$ cat config.mk
export PLATFORM = sky130hd
export DESIGN_NAME = io_input_port_flat
export DESIGN_NICKNAME = d
export VERILOG_FILES = /design/src/rtl/io_input_port_if.sv /design/src/rtl/io_input_port.sv /design/src/flat_wrapper.sv
export SDC_FILE = /design/constraint.sdc
export NUM_CORES = 1
export LEC_CHECK = 0
export BUFFER_PORTS_ARGS = -buffer_cell sky130_fd_sc_hd__clkbuf_2
export CORE_MARGIN = 2
export CORE_UTILIZATION = 40
export CTS_CLUSTER_DIAMETER = 50
export CTS_CLUSTER_SIZE = 12
export DETAILED_ROUTE_END_ITERATION = 16
export PLACE_DENSITY = 0.67
export SETUP_SLACK_MARGIN = 0.02
export SKIP_CTS_REPAIR_TIMING = 1
export SLEW_MARGIN = 25
export SYNTH_ARGS = -nofsm -noshare
export SYNTH_HDL_FRONTEND = slang
export SYNTH_SLANG_ARGS = --single-unit
$ cat constraint.sdc
create_clock -name clock -period 3.95 [get_ports clock]
set_input_delay 0.9875 -clock clock [delete_from_list [all_inputs] [get_ports clock]]
set_output_delay 0.9875 -clock clock [all_outputs]
set_load 0.01 [all_outputs]
$ cat src/rtl/io_input_port_if.sv
// Read-side bus between the core's input instruction and the input port buffer.
interface io_input_port_if;
  logic        rd_en;
  logic [31:0] rd_data;
  logic        data_valid;
  logic        stall;
  logic        overrun;

  modport master (output rd_en, input rd_data, data_valid, stall, overrun);
  modport slave  (input rd_en, output rd_data, data_valid, stall, overrun);
endinterface

$ cat src/rtl/io_input_port.sv
// Switch-bank input port: synchronizes switches and a bouncy confirm button,
// debounces the press and presents the captured value as a one-entry handshaked buffer.
module io_input_port #(
  parameter int unsigned DATA_WIDTH      = 18,
  parameter int unsigned DEBOUNCE_CYCLES = 16,
  parameter int unsigned CNT_WIDTH       = 5
) (
  input  logic                  clock,
  input  logic                  reset,
  input  logic [DATA_WIDTH-1:0] in,
  input  logic                  confirm_n,
  io_input_port_if.slave        bus
);

  localparam logic [1:0] IDLE    = 2'd0;
  localparam logic [1:0] ARMING  = 2'd1;
  localparam logic [1:0] RELEASE = 2'd2;

  localparam logic [CNT_WIDTH-1:0] CNT_LAST = CNT_WIDTH'(DEBOUNCE_CYCLES - 1);
  localparam logic [CNT_WIDTH-1:0] CNT_ONE  = CNT_WIDTH'(1);

  logic                  btn_m;
  logic                  btn_s;
  logic [DATA_WIDTH-1:0] sw_m;
  logic [DATA_WIDTH-1:0] sw_s;

  logic [1:0]            state;
  logic [1:0]            state_next;
  logic [CNT_WIDTH-1:0]  cnt;
  logic [CNT_WIDTH-1:0]  cnt_next;
  logic                  capture;

  logic [DATA_WIDTH-1:0] hold;
  logic                  valid;
  logic                  ovr;
  logic                  read;

  // Two-flop synchronizers; button idles high so it resets released
  always_ff @(posedge clock) begin
    if (!reset) begin
      btn_m <= 1'b1;
      btn_s <= 1'b1;
      sw_m  <= '0;
      sw_s  <= '0;
    end else begin
      btn_m <= confirm_n;
      btn_s <= btn_m;
      sw_m  <= in;
      sw_s  <= sw_m;
    end
  end

  always_ff @(posedge clock) begin
    if (!reset) begin
      state <= IDLE;
      cnt   <= '0;
    end else begin
      state <= state_next;
      cnt   <= cnt_next;
    end
  end

  // Debounce: a press needs DEBOUNCE_CYCLES synced lows, re-arming needs as many synced highs
  always_comb begin
    state_next = state;
    cnt_next   = cnt;
    capture    = 1'b0;
    case (state)
      IDLE: begin
        if (!btn_s) begin
          state_next = ARMING;
          cnt_next   = CNT_ONE;
        end else begin
          cnt_next   = '0;
        end
      end
      ARMING: begin
        if (btn_s) begin
          state_next = IDLE;
          cnt_next   = '0;
        end else if (cnt == CNT_LAST) begin
          capture    = 1'b1;
          state_next = RELEASE;
          cnt_next   = '0;
        end else begin
          cnt_next   = cnt + CNT_ONE;
        end
      end
      RELEASE: begin
        if (!btn_s) begin
          cnt_next   = '0;
        end else if (cnt == CNT_LAST) begin
          state_next = IDLE;
          cnt_next   = '0;
        end else begin
          cnt_next   = cnt + CNT_ONE;
        end
      end
      default: begin
        state_next = IDLE;
        cnt_next   = '0;
      end
    endcase
  end

  assign read = bus.rd_en & valid;

  // A capture in the same cycle as a read refills the buffer without flagging overrun
  always_ff @(posedge clock) begin
    if (!reset) begin
      hold  <= '0;
      valid <= 1'b0;
      ovr   <= 1'b0;
    end else begin
      if (capture) begin
        hold <= sw_s;
        if (valid && !read) ovr <= 1'b1;
      end
      valid <= capture | (valid & ~read);
    end
  end

  assign bus.data_valid = valid;
  assign bus.overrun    = ovr;
  assign bus.stall      = bus.rd_en & ~valid;
  assign bus.rd_data    = read ? 32'(hold) : 32'd0;

endmodule
$ cat src/flat_wrapper.sv
// flat-port wrapper written by rule: the top's interface ports become plain ports
module io_input_port_flat 
#(
  parameter int unsigned DATA_WIDTH      = 18,
  parameter int unsigned DEBOUNCE_CYCLES = 16,
  parameter int unsigned CNT_WIDTH       = 5
)
  (clock, reset, in, confirm_n, bus_rd_en, bus_rd_data, bus_data_valid, bus_stall, bus_overrun);
  io_input_port_if bus_i ();
  input  logic clock;
  input  logic reset;
  input  logic [DATA_WIDTH-1:0] in;
  input  logic confirm_n;
  input wire logic [$bits(bus_i.rd_en)-1:0] bus_rd_en;
  output wire logic [$bits(bus_i.rd_data)-1:0] bus_rd_data;
  output wire logic [$bits(bus_i.data_valid)-1:0] bus_data_valid;
  output wire logic [$bits(bus_i.stall)-1:0] bus_stall;
  output wire logic [$bits(bus_i.overrun)-1:0] bus_overrun;
  assign bus_i.rd_en = bus_rd_en;
  assign bus_rd_data = bus_i.rd_data;
  assign bus_data_valid = bus_i.data_valid;
  assign bus_stall = bus_i.stall;
  assign bus_overrun = bus_i.overrun;
  io_input_port #(.DATA_WIDTH(DATA_WIDTH), .DEBOUNCE_CYCLES(DEBOUNCE_CYCLES), .CNT_WIDTH(CNT_WIDTH)) u_core (.clock(clock), .reset(reset), .in(in), .confirm_n(confirm_n), .bus(bus_i));
endmodule
=== Yosys cells after proc, flatten, opt, wreduce, memory -nomap -nowiden ===
Index checks and enable logic that the tools add are counted.

* Flip-flop bits (word level): 65
* Output and inout bits: 35

* $add $sub $neg: 1
* Equal/unequal tests: 7
* Muxes and demuxes: 15
* Bitwise operators: 6
* Reduce and logical (&&, ||, !) cells: 5

{| class="wikitable"
|+ Operators with widths
! kind !! number
|-
| 2-to-1 mux 18 bit || 1
|-
| 2-to-1 mux 5 bit || 3
|-
| case mux 5 bit (3 select lines) || 1
|-
| 2-to-1 mux 2 bit || 5
|-
| case mux 2 bit (3 select lines) || 1
|-
| adder 5 x 1 -> 5 bit, second input constant || 1
|-
| equality test 5 x 4 -> 1 bit, second input constant || 1
|-
| 2-to-1 mux 1 bit || 4
|-
| inequality test 2 x 1 -> 1 bit, second input constant || 2
|-
| AND reduction 4 bit || 1
|-
| AND 1 bit || 3
|-
| inequality test 3 x 1 -> 1 bit, second input constant || 1
|-
| equality test 2 x 1 -> 1 bit, second input constant || 1
|-
| equality test 2 bit, second input constant || 1
|-
| zero test 2 bit || 1
|-
| inequality test 2 bit, second input constant || 1
|-
| NOT 1 bit || 2
|-
| AND reduction 2 bit || 1
|-
| logical AND 1 bit || 1
|-
| zero test 1 bit || 1
|-
| OR 1 bit || 1
|}

=== Logic depth before layout (Yosys ltp) ===
Gate-level depths: netlist of run 1.

* Word-level depth: 5
* Depth in mapped cells: 6

=== Least setup slack after synthesis of run 1 ===
Ideal clock, no wire load.

* Kind: input to output
* Start: input bus_rd_en
* End: output bus_stall
* Arrival: 1,634 ps
* Path slack: 1,329 ps
* Stages on the path: 3
* Buffers on the path: 2
* Cells stage by stage: clkbuf_1 clkbuf_1 nor2b_1

* Cells in the longest elaborated chain, start to end: 1

{| class="wikitable"
|+ RTL lines
! item !! line !! source
|-
| start: declaration || flat_wrapper.sv:14 || <nowiki>input wire logic [$bits(bus_i.rd_en)-1:0] bus_rd_en;</nowiki>
|-
| AND 1 bit || io_input_port.sv:125 || <nowiki>assign bus.stall = bus.rd_en & ~valid;</nowiki>
|-
| end: declaration || flat_wrapper.sv:17 || <nowiki>output wire logic [$bits(bus_i.stall)-1:0] bus_stall;</nowiki>
|}

Every way passes these cells.

=== Final worst setup path of run 1 ===
* Start: input bus_rd_en
* End: output bus_rd_data[14]

* Cells in the longest elaborated chain, start to end: 2

{| class="wikitable"
|+ RTL lines
! item !! line !! source
|-
| AND 1 bit || io_input_port.sv:106 || <nowiki>assign read = bus.rd_en & valid;</nowiki>
|-
| 2-to-1 mux 18 bit || io_input_port.sv:126 || <nowiki>assign bus.rd_data = read ? 32'(hold) : 32'd0;</nowiki>
|-
| end: declaration || flat_wrapper.sv:15 || <nowiki>output wire logic [$bits(bus_i.rd_data)-1:0] bus_rd_data;</nowiki>
|}

Every way passes these cells.

==> results of run 1 <==
## cell families (layout without fill, tap and decap cells)
group           count (synthesis)  count (layout)  share of synthesized area
compound gates                  8               8                     0.0244
xor+xnor                        2               2                    0.00727
fa+ha+maj                       1               1                    0.00519
buf+inv                        30              59                     0.0831
flops                          65              65                      0.540
mux                            18              18                     0.0748
other cells                     1              14                    0.00156
simple gates                  113             113                      0.263
## cells in the final DEF, fill, tap and decap left out, types with 3 or more instances in the layout
master	Yosys	final
nor3_1	3	3
conb_1	1	14
dfxtp_1	65	65
clkbuf_2	0	42
mux2i_1	18	18
nand2_1	37	37
and3_1	18	18
clkbuf_8	0	10
nor3b_1	3	3
nor2b_1	3	3
and2_1	36	36
## power breakdown
group | internal (mW) | switching [mW] | total [mW]
sequential | 0.674 | 0.00499 | 0.679
combinational | 0.0197 | 0.0266 | 0.0464
clock | 0.306 | 0.238 | 0.544
total | 1.00 | 0.269 | 1.27
## area by class of cell
class | count | area (um^2) | share of cell area
Tap cell | 75 | 93.8 | 0.0339
Timing Repair Buffer | 43 | 218 | 0.0787
Sequential cell | 65 | 1300 | 0.471
Clock inverter | 5 | 55.1 | 0.0199
Multi-Input combinational cell | 156 | 956 | 0.346
Clock buffer | 11 | 141 | 0.0511
## per-layer routing
layer  GRT usage  share of wire
met1       0.146           0.47
met2       0.199           0.45
met3      0.0341          0.058
met4      0.0900          0.026
met5           0              0
## path summary, 6_finish.rpt
check	start	endpoint	slack, ns
worst max-delay path	bus_rd_en	bus_rd_data[14]	1.30
worst min-delay path	u_core.btn_m$_SDFF_PN1_	u_core.btn_s$_SDFF_PN1_	0.41
worst min register to register	u_core.btn_m$_SDFF_PN1_	u_core.btn_s$_SDFF_PN1_	0.41
worst max register to register	u_core.cnt[0]$_SDFF_PN0_	u_core.hold[15]$_SDFFE_PN0P_	2.42
## state kept, by name, summed over array words and instances (netlist names)
register and count:
u_core.hold 18, u_core.sw_m 18, u_core.sw_s 18, u_core.cnt 5, u_core.state 2, u_core.btn_m 1, u_core.btn_s 1, u_core.bus.data_valid 1
u_core.bus.overrun 1
==> flow_metrics.env, run 1 <==
export IMPL_status="finished clean"
export IMPL_cts_root_buf="clkbuf_8"
export IMPL_cp_cell_sequence="clkbuf_2 > and3_1 > clkbuf_2"
export IMPL_rr_worst_depth=4
export IMPL_fmax_ghz=0.377
export IMPL_rsz0062_at_grt="false"
export IMPL_crit_family="buffers and inverters"
export IMPL_cp_max_fo=20
export IMPL_grt_use_total=0.125
export IMPL_gp_congestion=0.669
export IMPL_pre_cts_ws_ns=1.33
export IMPL_power_mw=1.27
export IMPL_place_area_um2=2570
export IMPL_grt_start_max_net_pins=45
export IMPL_post_route_period_util=0.671
export IMPL_hold_slack_ns=0.407
export IMPL_cp_start_kind="primary input"
export IMPL_critPathKind="in -> out"
export IMPL_yosysTopAreaCellShare=0.540
export IMPL_path_clk_slew_ns=0.06
export IMPL_drv_cap=0
export IMPL_skew_ns=0.00948
export IMPL_post_drt_wl_per_cell_um=10.9
export IMPL_fin_area_um2=2770
export IMPL_io_pins=57
export IMPL_cp_num_cells=3
export IMPL_die_area_um2=6660
export IMPL_cts_buffer_depth=2
export IMPL_synth_common_cells="dfxtp_1, nand2_1, and2_1"
export IMPL_final_setup_tns_ns=0
export IMPL_grt_pass1_vias=1412
export IMPL_synthTopCellsByArea="dfxtp_1, and2_1, mux2i_1, nand2_1, and3_1"
export IMPL_worst_pin_slew_ns=0.655
export IMPL_drc_errors=0
export IMPL_cts_num_sinks=65
export IMPL_diodes=0
export IMPL_die_x_um=81.6
export IMPL_drtIter0Drc=52
export IMPL_fin_cells=355
export IMPL_core_area_um2=5890
export IMPL_async_flop_share=0
export IMPL_final_nets=298
export IMPL_setup_slack_ns=1.30
export IMPL_start_util=0.409
export IMPL_slowest_delay_ns=0.30
export IMPL_cpMostUsedCell="clkbuf_2"
export IMPL_numCtsBuffers=9
export IMPL_cts_tree="built"
export IMPL_drt_pass1_iterations=4
export IMPL_antenna_found_initial=0
export IMPL_synthToLayoutAreaGrowth_pct=14.8
export IMPL_worstPathRequired_ns=2.96
export IMPL_grt_pass1_wl_mm=6.22
export IMPL_peakVddDrop_uv=228
export IMPL_ys_types=33
export IMPL_p_leak_nw=1.23
export IMPL_cp_num_buf_inv=2
export IMPL_synth_flop_cell="dfxtp_1"
export IMPL_hold_class="reg -> reg"
export IMPL_dp_hpwl_mm=2.43
export IMPL_yosysSeqAreaShare=0.540
export IMPL_rows=28
export IMPL_postSynthCellCount=238
export IMPL_htree_levels=3
export IMPL_vias=1556
export IMPL_finalCoreUtilization=0.470
export IMPL_relSlewSlack=0.563
export IMPL_drive_gt1_frac=0.229
export IMPL_setup_viol=0
export IMPL_drv_slew=0
export IMPL_routed_wl_mm=3.86
export IMPL_fillers=578
export IMPL_clk_latency_ns=0.33
export IMPL_via_per_inst=4.38
export IMPL_crit_arrival_ns=1.66
export IMPL_yosysTopAreaCell="dfxtp_1"
export IMPL_die_y_um=81.6
export IMPL_syn_area_per_cell_um2=10.1
export IMPL_crit_slowest_cell="clkbuf_2"
export IMPL_ys_warn_count=0
export IMPL_synth_edf_count=0
export IMPL_post_place_cells=339
export IMPL_overflow=0
export IMPL_numPortBuffers=42
export IMPL_ant_nets=0
export IMPL_critPathCaptureType="output port"
export IMPL_final_hold_violation_count=0
export IMPL_synth_area_um2=2410
export IMPL_power_density_nw_per_um2=459
export IMPL_min_period_ns=2.65
export IMPL_holdPathStages=1
export IMPL_yosysMostFrequentCell="dfxtp_1"
export IMPL_ys_ff_latch=65
(Power assumes the default switching activity.)
==> run 2, diff against run 1 <==
- clock period: 3.95 -> 2.5 ns (I/O delays scaled with it)
==> run 2 against run 1 <==
- first-iteration DRC count shrank 7.7%
- critical path type is now reg -> out
- sequential power is 58% higher
- count of clock-buffer cells in the layout did not move
- worst hold slack lost 0.00073 ns
- via count up 1.5%
- clock power increased by 76%
- highest routed layer unchanged
==> flow_metrics.env, run 2 (synthesized netlist as in run 1, its figures left out) <==
export IMPL_htree_levels=3
export IMPL_slowest_delay_ns=0.72
export IMPL_drc_errors=0
export IMPL_hold_class="reg -> reg"
export IMPL_rr_worst_depth=4
export IMPL_die_y_um=81.6
export IMPL_crit_slowest_cell="dfxtp_1"
export IMPL_cp_num_buf_inv=1
export IMPL_endpoint="bus_rd_data[13]"
export IMPL_drv_slew=0
export IMPL_grt_start_max_net_pins=45
export IMPL_startpoint="u_core.bus.data_valid$_SDFF_PN0_"
export IMPL_min_period_ns=2.10
export IMPL_power_mw=2.11
export IMPL_numCtsBuffers=9
export IMPL_cts_buffer_depth=2
export IMPL_routed_wl_mm=3.78
export IMPL_cp_cell_sequence="and3_1 > clkbuf_2"
export IMPL_finalCoreUtilization=0.475
export IMPL_cts_num_sinks=65
export IMPL_cts_tree="built"
export IMPL_post_route_period_util=0.840
export IMPL_relSlewSlack=0.580
export IMPL_drv_cap=0
export IMPL_setup_slack_ns=0.400
export IMPL_layout_commonest_cell="dfxtp_1"
export IMPL_start_util=0.409
export IMPL_worstPathRequired_ns=1.88
export IMPL_rsz0062_at_grt="false"
export IMPL_cp_max_fo=21
export IMPL_drtIter0Drc=48
export IMPL_cp_start_kind="flip-flop"
export IMPL_cp_num_cells=2
export IMPL_numPortBuffers=42
export IMPL_drive_gt1_frac=0.231
export IMPL_rr_endpoint="u_core.hold[10]$_SDFFE_PN0P_"
export IMPL_p_leak_nw=1.26
export IMPL_final_setup_tns_ns=0
export IMPL_die_area_um2=6660
export IMPL_skew_ns=0.00692
export IMPL_ant_nets=0
export IMPL_dp_hpwl_mm=2.44
export IMPL_antenna_found_initial=0
export IMPL_post_place_cells=340
export IMPL_fin_cells=356
export IMPL_cts_root_buf="clkbuf_8"
export IMPL_crit_arrival_ns=1.48
export IMPL_status="finished clean"
export IMPL_post_drt_wl_per_cell_um=10.6
export IMPL_drt_pass1_iterations=4
export IMPL_overflow=0
export IMPL_fmax_ghz=0.476
export IMPL_critPathKind="reg -> out"
export IMPL_clk_latency_ns=0.33
export IMPL_layout_common_cells="dfxtp_1, clkbuf_2, nand2_1, and2_1"
export IMPL_peakVddDrop_uv=383
export IMPL_synthToLayoutAreaGrowth_pct=16.1
export IMPL_setup_viol=0
export IMPL_crit_family="flip-flops"
export IMPL_core_area_um2=5890
export IMPL_worst_pin_slew_ns=0.629
export IMPL_grt_pass1_wl_mm=6.10
export IMPL_reg2reg_from="u_core.cnt[0]$_SDFF_PN0_"
export IMPL_rows=28
export IMPL_final_nets=299
export IMPL_gp_congestion=0.659
export IMPL_grt_use_total=0.126
export IMPL_ff_latch_area_um2=1300
export IMPL_fillers=567
export IMPL_multi_input_area_um2=956
export IMPL_vias=1579
export IMPL_critPathCaptureType="output port"
export IMPL_path_clk_slew_ns=0.07
export IMPL_r2r_setup_slack_ns=0.96
export IMPL_final_hold_violation_count=0
export IMPL_reg_largest_list="u_core.hold x18, u_core.sw_m x18, u_core.sw_s x18"
export IMPL_power_density_nw_per_um2=753
export IMPL_diodes=0
export IMPL_pre_cts_ws_ns=0.585
export IMPL_io_pins=57
export IMPL_via_per_inst=4.44
export IMPL_grt_pass1_vias=1360
export IMPL_die_x_um=81.6
## run 2: cell types whose count changed in the layout (fill, tap and decap cells not counted)
cell,before,now
buf_4,1,2
bufinv_16,1,2
clkinv_4,0,1
clkinvlp_4,2,0
## run 2: power breakdown
part / internal [mW] / total (mW) / leakage (nW) / switching (mW)
clock network: 0.587 / 0.959 / 0.113 / 0.372
registers: 1.07 / 1.07 / 0.532 / 0.00787
logic: 0.0322 / 0.0743 / 0.610 / 0.0421
## run 2: worst min-delay path by stage
stage / slack (ns) / end / start / cells after the start
detailed placement: 0.39 / u_core.btn_s$_SDFF_PN1_ / u_core.btn_m$_SDFF_PN1_ / 1
floorplan: 0.39 / u_core.btn_s$_SDFF_PN1_ / u_core.btn_m$_SDFF_PN1_ / 1
CTS: 0.41 / u_core.btn_s$_SDFF_PN1_ / u_core.btn_m$_SDFF_PN1_ / 1
global route: 0.44 / u_core.sw_s[3]$_SDFF_PN0_ / u_core.sw_m[3]$_SDFF_PN0_ / 1
global placement: 0.39 / u_core.btn_s$_SDFF_PN1_ / u_core.btn_m$_SDFF_PN1_ / 1
finish: 0.41 / u_core.btn_s$_SDFF_PN1_ / u_core.btn_m$_SDFF_PN1_ / 1
## run 2: worst register-to-register path, cell delays in order (launching register included)
cell and delay [ns]:
dfxtp_1 0.39, ha_1 0.22, and3_4 0.21, and3_4 0.41, mux2i_1 0.24
## run 2: layout make-up
class                           instances  share of cell area
Multi-Input combinational cell        156               0.342
Timing Repair Buffer                   44              0.0805
Tap cell                               75              0.0336
Clock buffer                           11              0.0506
Clock inverter                          5              0.0282
Sequential cell                        65               0.465
## run 2: layer usage
layer,track usage,wire length [um],share of wire
met5,0,0,0
met4,0.0800,105,0.028
met2,0.187,1710,0.45
met3,0.0495,190,0.050
met1,0.152,1770,0.47
## run 2: per-stage QoR
step                      instance area (um^2)  hold slack (ns)
after floorplan                           2460            0.386
after CTS                                 2800            0.407
after detailed placement                  2580            0.391
after global routing                      2800            0.440
after global placement                    2580            0.391
final                                     2800            0.406
